### config.mk
export PLATFORM = sky130hd
export DESIGN_NAME = fp8_dot_accumulator
export DESIGN_NICKNAME = d
export VERILOG_FILES = /design/src/rtl/fp8_dot_accumulator.sv
export SDC_FILE = /design/constraint.sdc
export NUM_CORES = 1
export LEC_CHECK = 0
export ABC_AREA = 1
export BUFFER_PORTS_ARGS = -buffer_cell sky130_fd_sc_hd__buf_2
export CAP_MARGIN = 20
export CORE_MARGIN = 8
export CORE_UTILIZATION = 45
export CTS_CLUSTER_SIZE = 12
export DETAILED_ROUTE_END_ITERATION = 7
export PLACE_DENSITY = 0.62
export SETUP_SLACK_MARGIN = 0.5
export SYNTH_ARGS = -nofsm -noshare
export SYNTH_HDL_FRONTEND = slang
export SYNTH_SLANG_ARGS = --single-unit
### constraint.sdc
create_clock -name clk -period 4.39 [get_ports clk]
set_input_delay 0.878 -clock clk [delete_from_list [all_inputs] [get_ports clk]]
set_output_delay 0.878 -clock clk [all_outputs]
set_load 0.01 [all_outputs]
### src/rtl/fp8_dot_accumulator.sv
// FP8 E4M3 product accumulator: S1 decodes each product to fixed point, S2 sums a group and
// posts the result behind a valid/ready output register. Define ACC_SAT_EN for saturating accumulation.
module fp8_dot_accumulator #(
    parameter int ACC_W = 24,
    parameter int CNT_W = 8
) (
    input  logic                    clk,
    input  logic                    rst,
    input  logic                    clear,
    input  logic                    in_valid,
    output logic                    in_ready,
    input  logic [7:0]              in_data,
    input  logic                    in_last,
    output logic                    out_valid,
    input  logic                    out_ready,
    output logic signed [ACC_W-1:0] out_sum,
    output logic [CNT_W-1:0]        out_count,
    output logic                    out_nan,
    output logic                    out_ovf
);

    logic                    s1_valid;
    logic                    s1_last;
    logic                    s1_nan;
    logic signed [ACC_W-1:0] s1_term;

    logic signed [ACC_W-1:0] acc;
    logic [CNT_W-1:0]        count;
    logic                    nan_q;
    logic                    ovf_q;

    logic [3:0]              d_exp;
    logic [2:0]              d_mant;
    logic [17:0]             d_mag;
    logic signed [ACC_W-1:0] d_term;
    logic                    d_nan;

    logic signed [ACC_W-1:0] sum_next;
    logic [CNT_W-1:0]        cnt_next;
    logic                    clamp;

    logic                    stall;
    logic                    s1_fire;
    logic                    accept;

    // A finished group waiting in S1 cannot move while the output register is still owned.
    assign stall    = s1_valid && s1_last && out_valid && !out_ready;
    assign in_ready = !rst && !clear && !stall;
    assign s1_fire  = s1_valid && !stall;
    assign accept   = in_valid && in_ready;

    always_comb begin
        d_exp  = in_data[6:3];
        d_mant = in_data[2:0];
        d_nan  = (in_data == 8'h80);
        d_mag  = '0;
        if (d_exp != 4'd0) begin
            d_mag = 18'({1'b1, d_mant}) << (d_exp - 4'd1);
        end
        d_term = ACC_W'(d_mag);
        if (in_data[7]) begin
            d_term = -d_term;
        end
    end

`ifdef ACC_SAT_EN
    logic signed [ACC_W:0] wide;

    always_comb begin
        wide     = {acc[ACC_W-1], acc} + {s1_term[ACC_W-1], s1_term};
        sum_next = wide[ACC_W-1:0];
        clamp    = 1'b0;
        if (wide[ACC_W] != wide[ACC_W-1]) begin
            clamp    = 1'b1;
            sum_next = wide[ACC_W] ? {1'b1, {(ACC_W-1){1'b0}}} : {1'b0, {(ACC_W-1){1'b1}}};
        end
    end
`else
    always_comb begin
        sum_next = acc + s1_term;
        clamp    = 1'b0;
    end
`endif

    assign cnt_next = (count == '1) ? count : count + 1'b1;

    always_ff @(posedge clk or posedge rst) begin
        if (rst) begin
            s1_valid <= 1'b0;
            s1_last  <= 1'b0;
            s1_nan   <= 1'b0;
            s1_term  <= '0;
            acc      <= '0;
            count    <= '0;
            nan_q    <= 1'b0;
            ovf_q    <= 1'b0;
        end else if (clear) begin
            s1_valid <= 1'b0;
            acc      <= '0;
            count    <= '0;
            nan_q    <= 1'b0;
            ovf_q    <= 1'b0;
        end else begin
            if (accept) begin
                s1_valid <= 1'b1;
                s1_last  <= in_last;
                s1_nan   <= d_nan;
                s1_term  <= d_term;
            end else if (s1_fire) begin
                s1_valid <= 1'b0;
            end

            if (s1_fire) begin
                if (s1_last) begin
                    acc   <= '0;
                    count <= '0;
                    nan_q <= 1'b0;
                    ovf_q <= 1'b0;
                end else begin
                    acc   <= sum_next;
                    count <= cnt_next;
                    nan_q <= nan_q | s1_nan;
                    ovf_q <= ovf_q | clamp;
                end
            end
        end
    end

    always_ff @(posedge clk or posedge rst) begin
        if (rst) begin
            out_valid <= 1'b0;
            out_sum   <= '0;
            out_count <= '0;
            out_nan   <= 1'b0;
            out_ovf   <= 1'b0;
        end else if (s1_fire && s1_last && !clear) begin
            out_valid <= 1'b1;
            out_sum   <= sum_next;
            out_count <= cnt_next;
            out_nan   <= nan_q | s1_nan;
            out_ovf   <= ovf_q | clamp;
        end else if (out_ready) begin
            out_valid <= 1'b0;
        end
    end

endmodule

# --- Yosys cells after proc, flatten, opt, wreduce, memory -nomap -nowiden ---
# Index checks and enable logic that the tools add are counted.
totals:
  ff_bits: 96
  inputBits: 14
  out_inout_bits: 36
classes:
  addsub: 4
  eq_ne: 2
  shift: 1
  n_mux: 20
  n_bitwise: 2
  n_reduce_logical: 20
ops:
  columns: ["op", "count"]
  rows:
  - ["$mux W24", 4]
  - ["$mux W8", 4]
  - ["$add A24 B24 Y24", 1]
  - ["$neg A18 Y24", 1]
  - ["$mux W18", 1]
  - ["$shl A4 B4 Y18", 1]
  - ["$eq A8 B8 Y1 const B", 2]
  - ["$mux W1", 11]
  - ["$logic_and A1 B1 Y1", 9]
  - ["$add A8 B1 Y8 const B", 1]
  - ["$reduce_bool A2 Y1", 3]
  - ["$logic_not A1 Y1", 4]
  - ["$reduce_and A2 Y1", 2]
  - ["$reduce_bool A4 Y1", 1]
  - ["$sub A4 B1 Y4 const B", 1]
  - ["$reduce_bool A3 Y1", 1]
  - ["$not A1 Y1", 1]
  - ["$or A1 B1 Y1", 1]

# --- Logic depth before layout (Yosys ltp) ---
# Gate-level depths: netlist of run 1.
logic_depth:
  depth_word: 8
  depth_mapped: 19
  depth_no_buf: 18

# --- Worst setup path before layout of run 1 ---
# No wires, ideal clock.
synth_timing:
  path_type: "in2reg"
  from: "input in_data[3]"
  to: "register s1_term[12]"
  setup_ns: 0.117
  t_arrival_ns: 2.498
  required_ns: 4.273
  path_slack_ns: 1.774
  stages: 17
  n_path_buf: 1
  cell_sequence: "buf_6 > inv_2 > ha_1 > nand2_1 > nand2_2 > nand3_1 > nor2_1 > inv_1 > ha_1 > nand2_2 > inv_1 > nand2_2 > inv_2 > nand2_1 > nand3_1 > nand3_1 > nand2_1"
synth_between:
  elab_chain_cells: 5
synth_rtl:
  columns: ["item", "line", "text"]
  rows:
  - ["from (decl)", "12", "input logic [7:0] in_data,"]
  - ["$sub A4 B1 Y4", "58", "d_mag = 18'({1'b1, d_mant}) << (d_exp - 4'd1);"]
  - ["$shl A4 B4 Y18", "58", null]
  - ["$mux W18 (*)", "57", "if (d_exp != 4'd0) begin"]
  - ["$neg A18 Y24", "62", "d_term = -d_term;"]
  - ["$mux W24 (*)", "61", "if (in_data[7]) begin"]
  - ["to (signal assigned)", "108", "s1_term <= d_term;"]
  - ["to (decl)", "25", "logic signed [ACC_W-1:0] s1_term;"]
# Mark *: on every way between the ends. The rest lies on a longest branch, timed or not.
# A chain may end at the register's enable or synchronous reset.

# --- Worst setup path after layout of run 1 ---
# Same ends and word-level chain as after synthesis.

==> results of run 1 <==
[final cells by class]
type | count | area, µm²
Clock buffer | 9 | 225
Clock inverter | 7 | 88.8
Fill cell | 1361 | 6380
Inverter | 83 | 313
Multi-Input combinational cell | 630 | 3200
Sequential cell | 94 | 2350
Tap cell | 176 | 220
Timing Repair Buffer | 55 | 305
[stage by stage]
| step | hold WS [ns] | utilization, % |
|---|---|---|
| final | 0.478 | 51.2 |
| after global routing | 0.503 | 51.2 |
| after CTS | 0.479 | 51.2 |
| after detailed placement | 0.461 | 48.8 |
| after global placement | 0.458 | 48.8 |
| after floorplan | 0.453 | - |
[worst reg2reg max path, cell delays in order, from the launching register on]
cell and delay [ns]:
sky130_fd_sc_hd__dfrtp_1 0.37, sky130_fd_sc_hd__ha_1 0.20, sky130_fd_sc_hd__inv_1 0.07, sky130_fd_sc_hd__fa_1 0.38
sky130_fd_sc_hd__inv_1 0.11, sky130_fd_sc_hd__nand2_1 0.08, sky130_fd_sc_hd__o21ai_1 0.36, sky130_fd_sc_hd__a21boi_0 0.31
sky130_fd_sc_hd__inv_1 0.12, sky130_fd_sc_hd__nand4_1 0.18, sky130_fd_sc_hd__nand3_1 0.15, sky130_fd_sc_hd__nand2_1 0.07
sky130_fd_sc_hd__nand3_1 0.08, sky130_fd_sc_hd__nand2_1 0.05
[sequential cells by signal, indices dropped and copies added, names as in the netlist]
register	flops
s1_last	1
count	8
out_nan	1
out_count	8
s1_term	24
out_valid	1
acc	24
s1_valid	1
out_sum	24
nan_q	1
s1_nan	1
[power by group through the flow]
stage               combinational (mW)  clock (mW)  sequential [mW]
floorplan                        0.486           0             1.17
global route                     0.890       0.872             1.15
CTS                              0.793       0.841             1.13
finish                           0.783       0.814             1.13
global placement                 0.785           0             1.14
detailed placement               0.788           0             1.15
[Yosys cell counts (5+ instances only)]
| cell | n |
|---|---|
| sky130_fd_sc_hd__o21bai_1 | 5 |
| sky130_fd_sc_hd__inv_1 | 72 |
| sky130_fd_sc_hd__nand3_1 | 74 |
| sky130_fd_sc_hd__o21ai_1 | 8 |
| sky130_fd_sc_hd__nand2_2 | 9 |
| sky130_fd_sc_hd__xor2_1 | 13 |
| sky130_fd_sc_hd__nand3b_1 | 7 |
| sky130_fd_sc_hd__o21ai_0 | 53 |
| sky130_fd_sc_hd__xnor2_1 | 8 |
| sky130_fd_sc_hd__a21oi_1 | 24 |
| sky130_fd_sc_hd__dfrtp_1 | 94 |
| sky130_fd_sc_hd__nor2_1 | 63 |
| sky130_fd_sc_hd__ha_1 | 27 |
| sky130_fd_sc_hd__clkbuf_1 | 14 |
| sky130_fd_sc_hd__nor3_1 | 8 |
| sky130_fd_sc_hd__nand4_1 | 7 |
| sky130_fd_sc_hd__nand3_2 | 5 |
| sky130_fd_sc_hd__nand2_1 | 274 |
| sky130_fd_sc_hd__o22ai_1 | 10 |
| sky130_fd_sc_hd__inv_2 | 8 |
[path summary, 6_finish.rpt]
check | from | to | slack, ns | depth (start not counted)
min in group asynchronous | rst | s1_valid | 0.63 | 3
hold / removal | out_sum[14] | out_sum[14] | 0.48 | 2
setup / recovery | in_data[3] | s1_term[12] | 1.70 | 18
hold reg to reg | out_sum[14] | out_sum[14] | 0.48 | 2
setup reg to reg | s1_term[0] | out_sum[22] | 1.76 | 13
max in group asynchronous | rst | out_sum[15] | 3.37 | 3
[metal layers]
| metal | vias to the layer above | track usage, % |
|---|---|---|
| met5 | - | 0 |
| met4 | 0 | 5.40 |
| met3 | 9 | 3.08 |
| met2 | 103 | 31.9 |
| met1 | 2519 | 26.2 |
| li1 | 2790 | - |
[cell families (layout without fill, tap and decap cells)]
logic type,after synthesis,after routing
AO/OA/AOI/OAI,120,120
XOR/XNOR,21,21
adder cells (fa/ha/maj),28,28
buffers and inverters,103,154
flip-flops,94,94
other,1,1
AND/OR/NAND/NOR,460,460
==> results list, run 1 <==
- Result of the run: finished clean
* Core region area: 0.0131 mm²
* Wire length of the first global-routing pass: 26.0 mm
* Via count of the first global-routing pass: 5,249
- Final setup vio count: 0
- Die Height: 131 µm
- In this run the tool buffered the top-level ports with 48 buffer cells.
* Leakage: 3.54 nW
- Internal power consumption: 1.77 mW
* Combinational family with the most area after synthesis: simple AND/OR/NAND/NOR gates
- The critical path in this run is classified as in2reg.
* Synthesized-area fraction occupied by and/or/nand/nor cells: 33.2%
* Worst setup slack after layout: 1.70 ns
* Peak fanout along the critical path: 8
- Sw power: 0.961 mW
- Counting flops and latches in the post-synthesis netlist gives 94.
- For the worst setup path, the data required time is 4.63 ns.
- In the synthesized netlist the async set-or-reset flop fraction comes to 100%.
- Overall die area: 0.0172 mm²
- Post-CTS sizing: 0
- Switch share: 35.2%
* Number of flops mapped to enable cells by yosys: 0
- For this run, the number of standard cells in the final layout without fillers is 1,054.
* Cell Count Post-Placement: 1,038
* Synth area leaders: sky130_fd_sc_hd__dfrtp_1 (40%), sky130_fd_sc_hd__nand2_1 (17%), sky130_fd_sc_hd__nand3_1 (6.2%), sky130_fd_sc_hd__ha_1 (5.7%), sky130_fd_sc_hd__inv_1 (4.5%)
- 50 I/O pins were placed.
- Total Routed Length: 15.8 mm
* Layout net count: 915
* Number of cells produced by synthesis: 827
* Mux contribution to synthesized area: 0%
- Setup tns final: 0 ns
* Largest voltage drop on the vdd net: 0.172 mV
- STA classifies the critical path startpoint as a primary input.
- Placed cell areas: 0.00639 mm²
* Worst slew margin relative to its limit: 63.1%
- Prior to clock tree synthesis, the placed netlist has a worst setup slack of 1.33 ns.
* CP Cell Sequence: buf_2 -> inv_2 -> ha_1 -> inv_2 -> nand2_1 -> nand2_2 -> nand3_1 -> nor2_1 -> inv_1 -> ha_1 -> nand2_2 -> inv_1 -> nand2_2 -> inv_2 -> nand2_1 -> nand3_1 -> nand3_1 -> nand2_1
- Remaining Overflow, GRT: 0
- The repair_antennas step left the layout with diodes totalling 0.
- Initial antenna violation count: 0
* Site row count: 42
- For the worst-skew pair, the clock arrives at the later sink with an insertion delay of 0.36 ns.
- After detailed routing, the average wire length per cell comes to 15.0 µm.
* Drt initial violations: 351
- The first TritonRoute pass finished after 4 iterations.
* TritonCTS clock tree: yes
* Cell chosen for the clock root: sky130_fd_sc_hd__clkbuf_16
- After layout, the design draws a total of 2.73 mW.
* Mean number of vias per cell: 5.14
- The HPWL after detailed placement is 12.3 mm.
- The number of pins with negative max-slew slack in the final report came to 0.
* Post-CTS Setup Bufs: 0
- Fraction of synthesized cell area taken by the top area cell type: 39.5%
- Summing every instance area after synthesis gives 0.00595 mm².
* Sequential-to-total area share from yosys stat: 39.5%
- After clock tree synthesis, the clock-pin slew on the worst setup and hold paths is 0.07 ns.
* Crit path max-delay family: simple AND/OR/NAND/NOR gates
- Pin count of the biggest net entering global routing: 95
- Fin Clk Skew: 0.0105 ns
* Element type at the critical path end: register
- Final critical delay including setup and external delays: 2.69 ns
- Synthesis Warnings: 0
* Width of the die: 131 µm
* Uppermost layer routed: met4
* Adder and majority gate portion of the synthesized area: 6.01%
* Clock Sinks: 94
- Combinational logic burns 28.7% of the power.
* Max-cap violations: 0
- Crit path buf inv count: 6
* Detailed route wirelength on metal3: 625 µm
- Vias: 5,421
* Master of the slowest instance on the critical path: sky130_fd_sc_hd__ha_1
- Area fraction in compound gates after synthesis: 11.3%
* Post-Synth XOR/XNOR Area: 3.09%
- The top cell types in the final layout, fill and taps aside, are sky130_fd_sc_hd__nand2_1 (274), sky130_fd_sc_hd__dfrtp_1 (94), sky130_fd_sc_hd__nand3_1 (74).
- Dominant cell type by area after synthesis: sky130_fd_sc_hd__dfrtp_1
* Most frequent standard cell in the layout excluding fill and tap cells: sky130_fd_sc_hd__nand2_1
- Maximum count of clock buffers along a single path: 2
* RSZ-0062 raised after global routing: no
* H-tree Lvls: 3
- Layout Area Growth over Synthesis: 12.6%
- After layout, the worst path uses 61.2% of the clock period.
- Post-Syn Area per Cell: 7.20 µm²
* Initial Util: 45.5%
- Global routing consumed, over all layers together, 19.5% of the routing resources.
- Syn_nets: 869
- In this run, post-CTS hold repair placed 0 buffers.
- Number of hold violations in the final report: 0
* Maximum clock frequency: 372 MHz
- Sequential cells burn 41.5% of the power.
- Worst-margin pin slew: 0.548 ns
- Gpl congestion: 0.923
- Fraction of final layout cells with drive strength greater than 1: 12.2%
- Post-route met1 wirelength: 7.74 mm
- Antenna Violating Nets Remaining: 0
* Met2 WL post-DR: 7.26 mm
- TritonCTS created 9 clock buffers.
- Of the total power, the clock network draws 29.8%.
* Main flop type after synthesis: sky130_fd_sc_hd__dfrtp_1
- Residual DRC: 0
- The largest single stage delay on the critical path is 0.26 ns.
- Final cell area excluding filler cells: 0.00670 mm²
- Power density cells: 407 mW/mm²
- Classification of the worst-slack hold path: reg2reg
- The netlist uses 42 different library cells.
- STA puts the critical path data arrival time at 2.92 ns.
Note: power is estimated with default switching activity, not from simulation.
==> inputs of run 2 (changes only) <==
==> constraint.sdc (replaced) <==
create_clock -name clk -period 2.7 [get_ports clk]
set_input_delay 0.54 -clock clk [delete_from_list [all_inputs] [get_ports clk]]
set_output_delay 0.54 -clock clk [all_outputs]
set_load 0.01 [all_outputs]
==> results list, run 2 (synthesized netlist as in run 1, its figures left out) <==
- The run finished with clean final reports.
- Drt wl/cell: 15.3 µm (+2.0%)
- Data arrival, critical path: 2.43 ns (-0.49 ns)
- The post-route clock skew was 0.0114 ns (+0.000958 ns).
- The height of the chip was 131 µm (unchanged).
* Maximum clock frequency: 467 MHz
- The number of max-capacitance violations reported came to 0 (unchanged).
- Worst slew margin relative to its limit: 61.6% (-1.6 points)
- Registers with the highest flip-flop counts: acc (24), out_sum (24), s1_term (24)
- Portion of total power attributed to the clock network: 29.6% (-0.2 points)
* Gpl congestion: 0.888 (-3.7%)
- The clock-pin slew reported for the worst setup and hold paths after clock tree synthesis came to 0.07 ns (about the same).
- Drt initial violations: 284 (-19%)
* H-tree Lvls: 3 (unchanged)
- Wire length of the first global-routing pass: 26.9 mm (+3.4%)
- In this design, the critical path's most frequently occurring cell is sky130_fd_sc_hd__nand2_1.
- The part of the total power dissipated in sequential elements was 40.7% (-0.8 points).
- Peak fanout along the critical path: 5 (-3)
- Element type at the critical path end: register
* Switch share: 35.2% (-0.039 points)
- CTS buffer count: 9 (unchanged)
- Crit path launch: s1_term[11]
* Count of hold buffers inserted by post-cts repair: 0 (unchanged)
* GRT met2 Usage: 32.9% (+1.0 points)
- Worst R2R Start: s1_term[11]
* Crit share post-route: 79.2%
- Commonest cells after routing, fill and taps aside: sky130_fd_sc_hd__nand2_1 (270), sky130_fd_sc_hd__dfrtp_1 (94), sky130_fd_sc_hd__nand3_1 (72)
- Critical path's largest stage delay: 0.43 ns (+0.17 ns)
- The number of filler instances in the final layout is 1,301 (-4.4%).
- The clock latency on the worst-skew pair is 0.36 ns (about the same).
- Part of the power in combinational logic: 29.7% (+1.0 points)
- The floorplan core area was 0.0131 mm² (unchanged).
- Endpoint of the worst setup timing path: out_sum[16]
- The via count of the routed design was 5,542 (+2.2%).
- The HPWL after detailed placement is 12.8 mm (+3.8%).
- Via count of the first global-routing pass: 5,453 (+3.9%)
- Routing usage on met1: 26.8% (+0.65 points)
- Startpoint types: register
- Width of the die: 131 µm (unchanged)
- Leakage: 3.62 nW (+2.1%)
- The average vias per placed instance was 5.19 (+0.89%).
- Site row count: 42 (unchanged)
- met2 is the most crowded layer.
- The worst-case setup margin in the final layout was 0.560 ns (-1.14 ns).
- The setup violation total in the final timing report came to 0 (unchanged).
* Clock Sinks: 94 (unchanged)
- The min-delay analysis places its worst path in the category in2async.
- The post-route antenna net violation count is 0 (unchanged).
- The starting utilization of the core area is 45.5% (unchanged).
- The number of hold violations in the final report was 0 (unchanged).
* Sw power: 1.59 mW (+66%)
- Worst-margin pin slew: 0.573 ns (+0.0248 ns)
- The power density relative to cell area is 645 mW/mm² (+58%).
- Type of the worst setup path: reg2reg
- Setup repair after global routing could not meet its margin everywhere.
- Master of the slowest instance on the critical path: sky130_fd_sc_hd__dfrtp_1
* Number of search-and-repair iterations in the first detailed-routing pass: 4 (unchanged)
- CP Cell Sequence: ha_2 -> nand2_1 -> nor4_2 -> a21oi_1 -> o21ai_1 -> nor2_1 -> nand3b_1 -> nand2_1
- The pin count of the biggest net entering global routing is 54 (-43%).
* Footprint of the multi-input gates: 0.00341 mm² (+6.6%)
* Overall die area: 0.0172 mm² (unchanged)
* Critical Path RT: 2.99 ns (-1.64 ns)
- The top-level I/O count came to 50 (unchanged).
- The highest ir drop seen on vdd is 0.382 mV (+120%).
- The area used by sequential logic in the layout came to 0.00235 mm² (unchanged).
* End of the worst register-to-register path: out_sum[16]
- Count of inserted antenna diode cells: 0 (unchanged)
- The tree is rooted in a sky130_fd_sc_hd__clkbuf_16.
* Most frequent standard cell in the layout excluding fill and tap cells: sky130_fd_sc_hd__nand2_1
* Layout net count: 929 (+1.5%)
- Setup tns final: 0 ns (unchanged)
* Initial antenna violation count: 0 (unchanged)
* Final Max Slew Viols: 0 (unchanged)
- The overall global routing resource usage is 20.1% (+0.53 points).
- Remaining Overflow, GRT: 0 (unchanged)
- The share of layout cells above drive strength 1 came to 18.0% (+5.9 points).
- The depth of the worst register-to-register path was 8 (-5).
- TritonCTS built the clock tree.
* Total Routed Length: 16.3 mm (+3.4%)
* Internal power consumption: 2.94 mW (+66%)
- Met3 Use GR: 2.80% (-0.28 points)
* Residual DRC: 0 (unchanged)
* Maximum count of clock buffers along a single path: 2 (unchanged)
- The number of buffer cells added on primary ports is 48 (unchanged).
* Reg2reg setup slack: 0.56 ns (-1.20 ns)
- Worst-case setup slack after placement: 0.0832 ns (-1.25 ns)
* Final critical delay including setup and external delays: 2.14 ns
- The area growth from synthesis to layout is 18.0%.
==> run 2: changes by cell type in the layout (fill, tap and decap cells not counted), moves of 3 or more <==
cell                       before  now
sky130_fd_sc_hd__a21boi_0       4    0
sky130_fd_sc_hd__a21boi_2       0    3
sky130_fd_sc_hd__a21oi_1       24   16
sky130_fd_sc_hd__a21oi_2        0    8
sky130_fd_sc_hd__buf_4          6   21
sky130_fd_sc_hd__ha_1          27   18
sky130_fd_sc_hd__ha_2           0    4
sky130_fd_sc_hd__ha_4           0    5
sky130_fd_sc_hd__inv_1         71   68
sky130_fd_sc_hd__nand2_1      274  270
sky130_fd_sc_hd__nor2_1        63   60
sky130_fd_sc_hd__o21ai_2        1    4
==> run 2: worst min-delay path by stage <==
stage                            from          end  slack (ns)  cells past startpoint
after CTS                         rst        nan_q        0.29                      3
final                             rst        nan_q        0.28                      3
after global placement    out_sum[13]  out_sum[13]        0.46                      2
after floorplan               acc[15]      acc[15]        0.45                      2
after detailed placement  out_sum[23]  out_sum[23]        0.47                      2
after global routing              rst        nan_q        0.30                      3
==> run 2: timing repair <==
item,CTS,global route
endpoints found under the setup margin,21,38
pin swaps,0,8
gates resized for setup,15,34
buffers inserted,1,7
==> run 2: layer usage <==
metal  vias up  wire length, µm
met2       112             7540
met3        18              745
met5         -                0
li1       2818                -
met1      2594             7790
met4         0              248
==> run 2: power by group through the flow <==
stage	combinational, mW	sequential [mW]	clock (mW)
2_1_floorplan	0.797	1.90	0
3_3_place_gp	1.29	1.85	0
3_5_place_dp	1.29	1.86	0
4_1_cts	1.31	1.84	1.38
5_1_grt	1.51	1.88	1.43
6_report	1.34	1.84	1.34
==> run 2: worst max-delay path, delay by kind of cell, from the launching register on <==
| kind | cells | cell delay (ns) |
|---|---|---|
| and+or+nand+nor | 5 | 0.87 |
| DFF | 1 | 0.43 |
| adders and majority gates | 1 | 0.40 |
| AOI/OAI and AO/OA | 2 | 0.37 |
==> run 2: per-stage QoR <==
step / utilization [%] / hold slack (ns) / total power, mW / std cells / instance area (µm²)
after floorplan: - / 0.453 / 2.70 / 827 / 5980
after global placement: 49.4 / 0.458 / 3.14 / 1044 / 6460
after detailed placement: 49.4 / 0.466 / 3.16 / 1044 / 6460
after CTS: 52.2 / 0.291 / 4.53 / 1061 / 6820
after global routing: 53.7 / 0.302 / 4.82 / 1068 / 7020
final: 53.7 / 0.278 / 4.53 / 1068 / 7020
==> run 2: layout make-up <==
type	count	area share [%]
Sequential cell	94	33.5
Clock buffer	10	3.40
Timing Repair Buffer	69	5.88
Multi-Input combinational cell	630	48.5
Tap cell	176	3.14
Clock inverter	6	1.03
Inverter	83	4.52
==> inputs of run 3 (changes only) <==
==> constraint.sdc (replaced) <==
create_clock -name clk -period 2.15 [get_ports clk]
set_input_delay 0.43 -clock clk [delete_from_list [all_inputs] [get_ports clk]]
set_output_delay 0.43 -clock clk [all_outputs]
set_load 0.01 [all_outputs]
==> results list, run 3 (synthesized netlist as in run 1, its figures left out) <==
- The cell family contributing the most delay on the critical path is simple AND/OR/NAND/NOR gates.
* Residual DRC: 0 (unchanged)
* Via count of the first global-routing pass: 5,992 (+9.9%)
* Vias: 6,022 (+8.7%)
- The actual slew at the worst max-slew pin is 0.519 ns (-0.0539 ns).
- Pin count of the biggest net entering global routing: 92 (+70%)
* Hpwl dp: 12.9 mm (+0.72%)
- Commonest cells after routing, fill and taps aside: sky130_fd_sc_hd__nand2_1 (207), sky130_fd_sc_hd__dfrtp_1 (91), sky130_fd_sc_hd__buf_4 (76)
* Data arrival, critical path: 2.39 ns (-0.04 ns)
* Maximum count of clock buffers along a single path: 2 (unchanged)
- Clock Sinks: 94 (unchanged)
* CP Cell Sequence: ha_2 -> inv_2 -> fa_2 -> inv_2 -> nand2_4 -> o21ai_4 -> a21boi_2 -> inv_1 -> nand4_1 -> nand3_1 -> nand2_1 -> nand3_1 -> nand2_1
- The clock-pin slew reported for the worst setup and hold paths after clock tree synthesis was 0.07 ns (about the same).
* Die Height: 131 µm (unchanged)
- Startpoint types: register
- Total Routed Length: 18.5 mm (+13%)
* Gpl congestion: 0.908 (+2.2%)
- Antenna Violating Nets Remaining: 0 (unchanged)
- Max-cap violations: 0 (unchanged)
- The horizontal die dimension is 131 µm (unchanged).
* Fraction of final layout cells with drive strength greater than 1: 42.8% (+25 points)
* Registers with the highest flip-flop counts: acc (24), out_sum (24), s1_term (24)
- Leaving out fill and tap cells, the most frequent cell in the layout is sky130_fd_sc_hd__nand2_1.
- Final setup vio count: 0 (unchanged)
- H-tree Lvls: 3 (unchanged)
- Layout net count: 1,003 (+8.0%)
- Aggregate global-route resource usage: 21.8% (+1.8 points)
- The number of buffer cells added on primary ports is 48 (unchanged).
- Clock insertion delay at the later pin of the skew report: 0.36 ns (about the same)
- Element type at the critical path end: register
- Drt initial violations: 334 (+18%)
* Mean number of vias per cell: 5.27 (+1.6%)
* Final cell area excluding filler cells: 0.00895 mm² (+27%)
- Critical Path RT: 2.40 ns (-0.59 ns)
- The number of placed cells counting well taps came to 1,074 (+2.9%).
- RSZ-0062 raised after global routing: yes
- The number of buffers added by the clock tree synthesis step came to 9 (unchanged).
- Crit share post-route: 99.8% (+21 points)
- The critical path is of the reg2reg type.
- The flow ran to the end, and the final reports show no timing, DRC or antenna violations.
* Final critical delay including setup and external delays: 2.15 ns (+0.00574 ns)
* Core region area: 0.0131 mm² (unchanged)
- Non-filler cells in the finished layout: 1,142 (+6.9%)
- The slowest stage of the critical path is the sky130_fd_sc_hd__dfrtp_1 cell.
- The first-pass GRT wire length was 29.4 mm (+9.2%).
- The worst-case setup margin in the final layout was 0.00453 ns (-0.556 ns).
- The detailed-route wire length per cell was 16.2 µm (+5.9%).
- The highest net fanout along the worst path is 4 (-1).
- Placed cell areas: 0.00705 mm² (+9.1%)
* Layout Area Growth over Synthesis: 50.5%
- The top-level I/O count is 50 (unchanged).
- The number of hold violations in the final report is 0 (unchanged).
- Leakage: 4.29 nW (+19%)
- The post-route clock skew came to 0.0112 ns (-0.000174 ns).
- The hold slack is 0.283 ns (+0.00432 ns).
* Maximum clock frequency: 466 MHz (-0.27%)
* Worst-case setup slack after placement: -0.195 ns (-0.279 ns)
* Initial Util: 45.5% (unchanged)
* Largest voltage drop on the vdd net: 0.416 mV (+9.0%)
- The worst path buffer plus inverter count came to 3 (+3).
- Core utilization of the finished layout: 68.4% (+15 points)
- Remaining Overflow, GRT: 0 (unchanged)
* TritonCTS clock tree: yes
* Final Max Slew Viols: 0 (unchanged)
- Classification of the worst-slack hold path: in2reg
- The number of rows created at floorplan came to 42 (unchanged).
- Critical path's largest stage delay: 0.39 ns (-0.04 ns)
- Initial antenna violation count: 0 (unchanged)
- The die outline area was 0.0172 mm² (unchanged).
- The worst relative slew slack came to 65.4% (+3.8 points).
* Number of search-and-repair iterations in the first detailed-routing pass: 5 (+1)
- Power density cells: 729 mW/mm² (+13%)
- The count of inserted antenna diode cells came to 0 (unchanged).
- The root buffer cell chosen for the clock tree is sky130_fd_sc_hd__clkbuf_16.
## run 3: final timing paths
path | startpoint | endpoint | slack [ns] | cells after the start
max | s1_term[0] | acc[22] | 0.005 | 13
min | in_last | s1_last | 0.28 | 3
max reg2reg | s1_term[0] | acc[22] | 0.005 | 13
min reg2reg | out_sum[22] | out_sum[22] | 0.47 | 2
max in group asynchronous | rst | acc[19] | 0.88 | 4
min in group asynchronous | rst | s1_last | 0.59 | 3
## run 3: area by class of cell
class	instances	area [µm²]
Multi-Input combinational cell	631	4660
Fill cell	1052	4130
Sequential cell	94	2360
Timing Repair Buffer	142	1060
Inverter	83	352
Clock buffer	10	239
Tap cell	176	220
Clock inverter	6	75.1
## run 3: timing repair
| item | 4_1_cts | 5_1_grt |
|---|---|---|
| setup buffers | 26 | 24 |
| setup endpoints to repair | 62 | 75 |
| cloned | 1 | 0 |
| pin swaps | 65 | 82 |
| hold buffers | 1 | 0 |
| hold endpoints to repair | 3 | 0 |
| resized for setup | 120 | 164 |
## run 3: power by group
group / leakage (nW) / switching (mW) / internal (mW)
Combinational: 2.89 / 1.41 / 1.07
Sequential: 1.25 / 0.253 / 2.10
Clock: 0.152 / 0.744 / 0.954
Total: 4.29 / 2.41 / 4.12
## run 3: stage by stage
step	total power, mW	TNS, ns
after floorplan	3.57	0
after global placement	4.20	-0.804
after detailed placement	4.22	-1.19
after CTS	6.18	0
after global routing	6.90	-0.557
final	6.53	0
## run 3: worst register-to-register path: stages, from the launching register on
cell	delay [ns]
sky130_fd_sc_hd__dfrtp_1	0.39
sky130_fd_sc_hd__ha_2	0.20
sky130_fd_sc_hd__inv_2	0.04
sky130_fd_sc_hd__fa_2	0.35
sky130_fd_sc_hd__inv_2	0.11
sky130_fd_sc_hd__nand2_4	0.07
sky130_fd_sc_hd__o21ai_4	0.21
sky130_fd_sc_hd__a21boi_2	0.09
sky130_fd_sc_hd__inv_1	0.07
sky130_fd_sc_hd__nand4_1	0.16
sky130_fd_sc_hd__nand3_1	0.14
sky130_fd_sc_hd__nand2_1	0.08
sky130_fd_sc_hd__nand3_1	0.07
sky130_fd_sc_hd__nand2_1	0.05
## run 3: metal layers
metal  global-route usage, %  vias up  part of all wire [%]
li1                        -     2971                     -
met1                    27.8     2870                    44
met2                    37.0      149                    49
met3                    2.68       32                   4.6
met4                    8.37        0                   2.2
met5                       0        -                     0
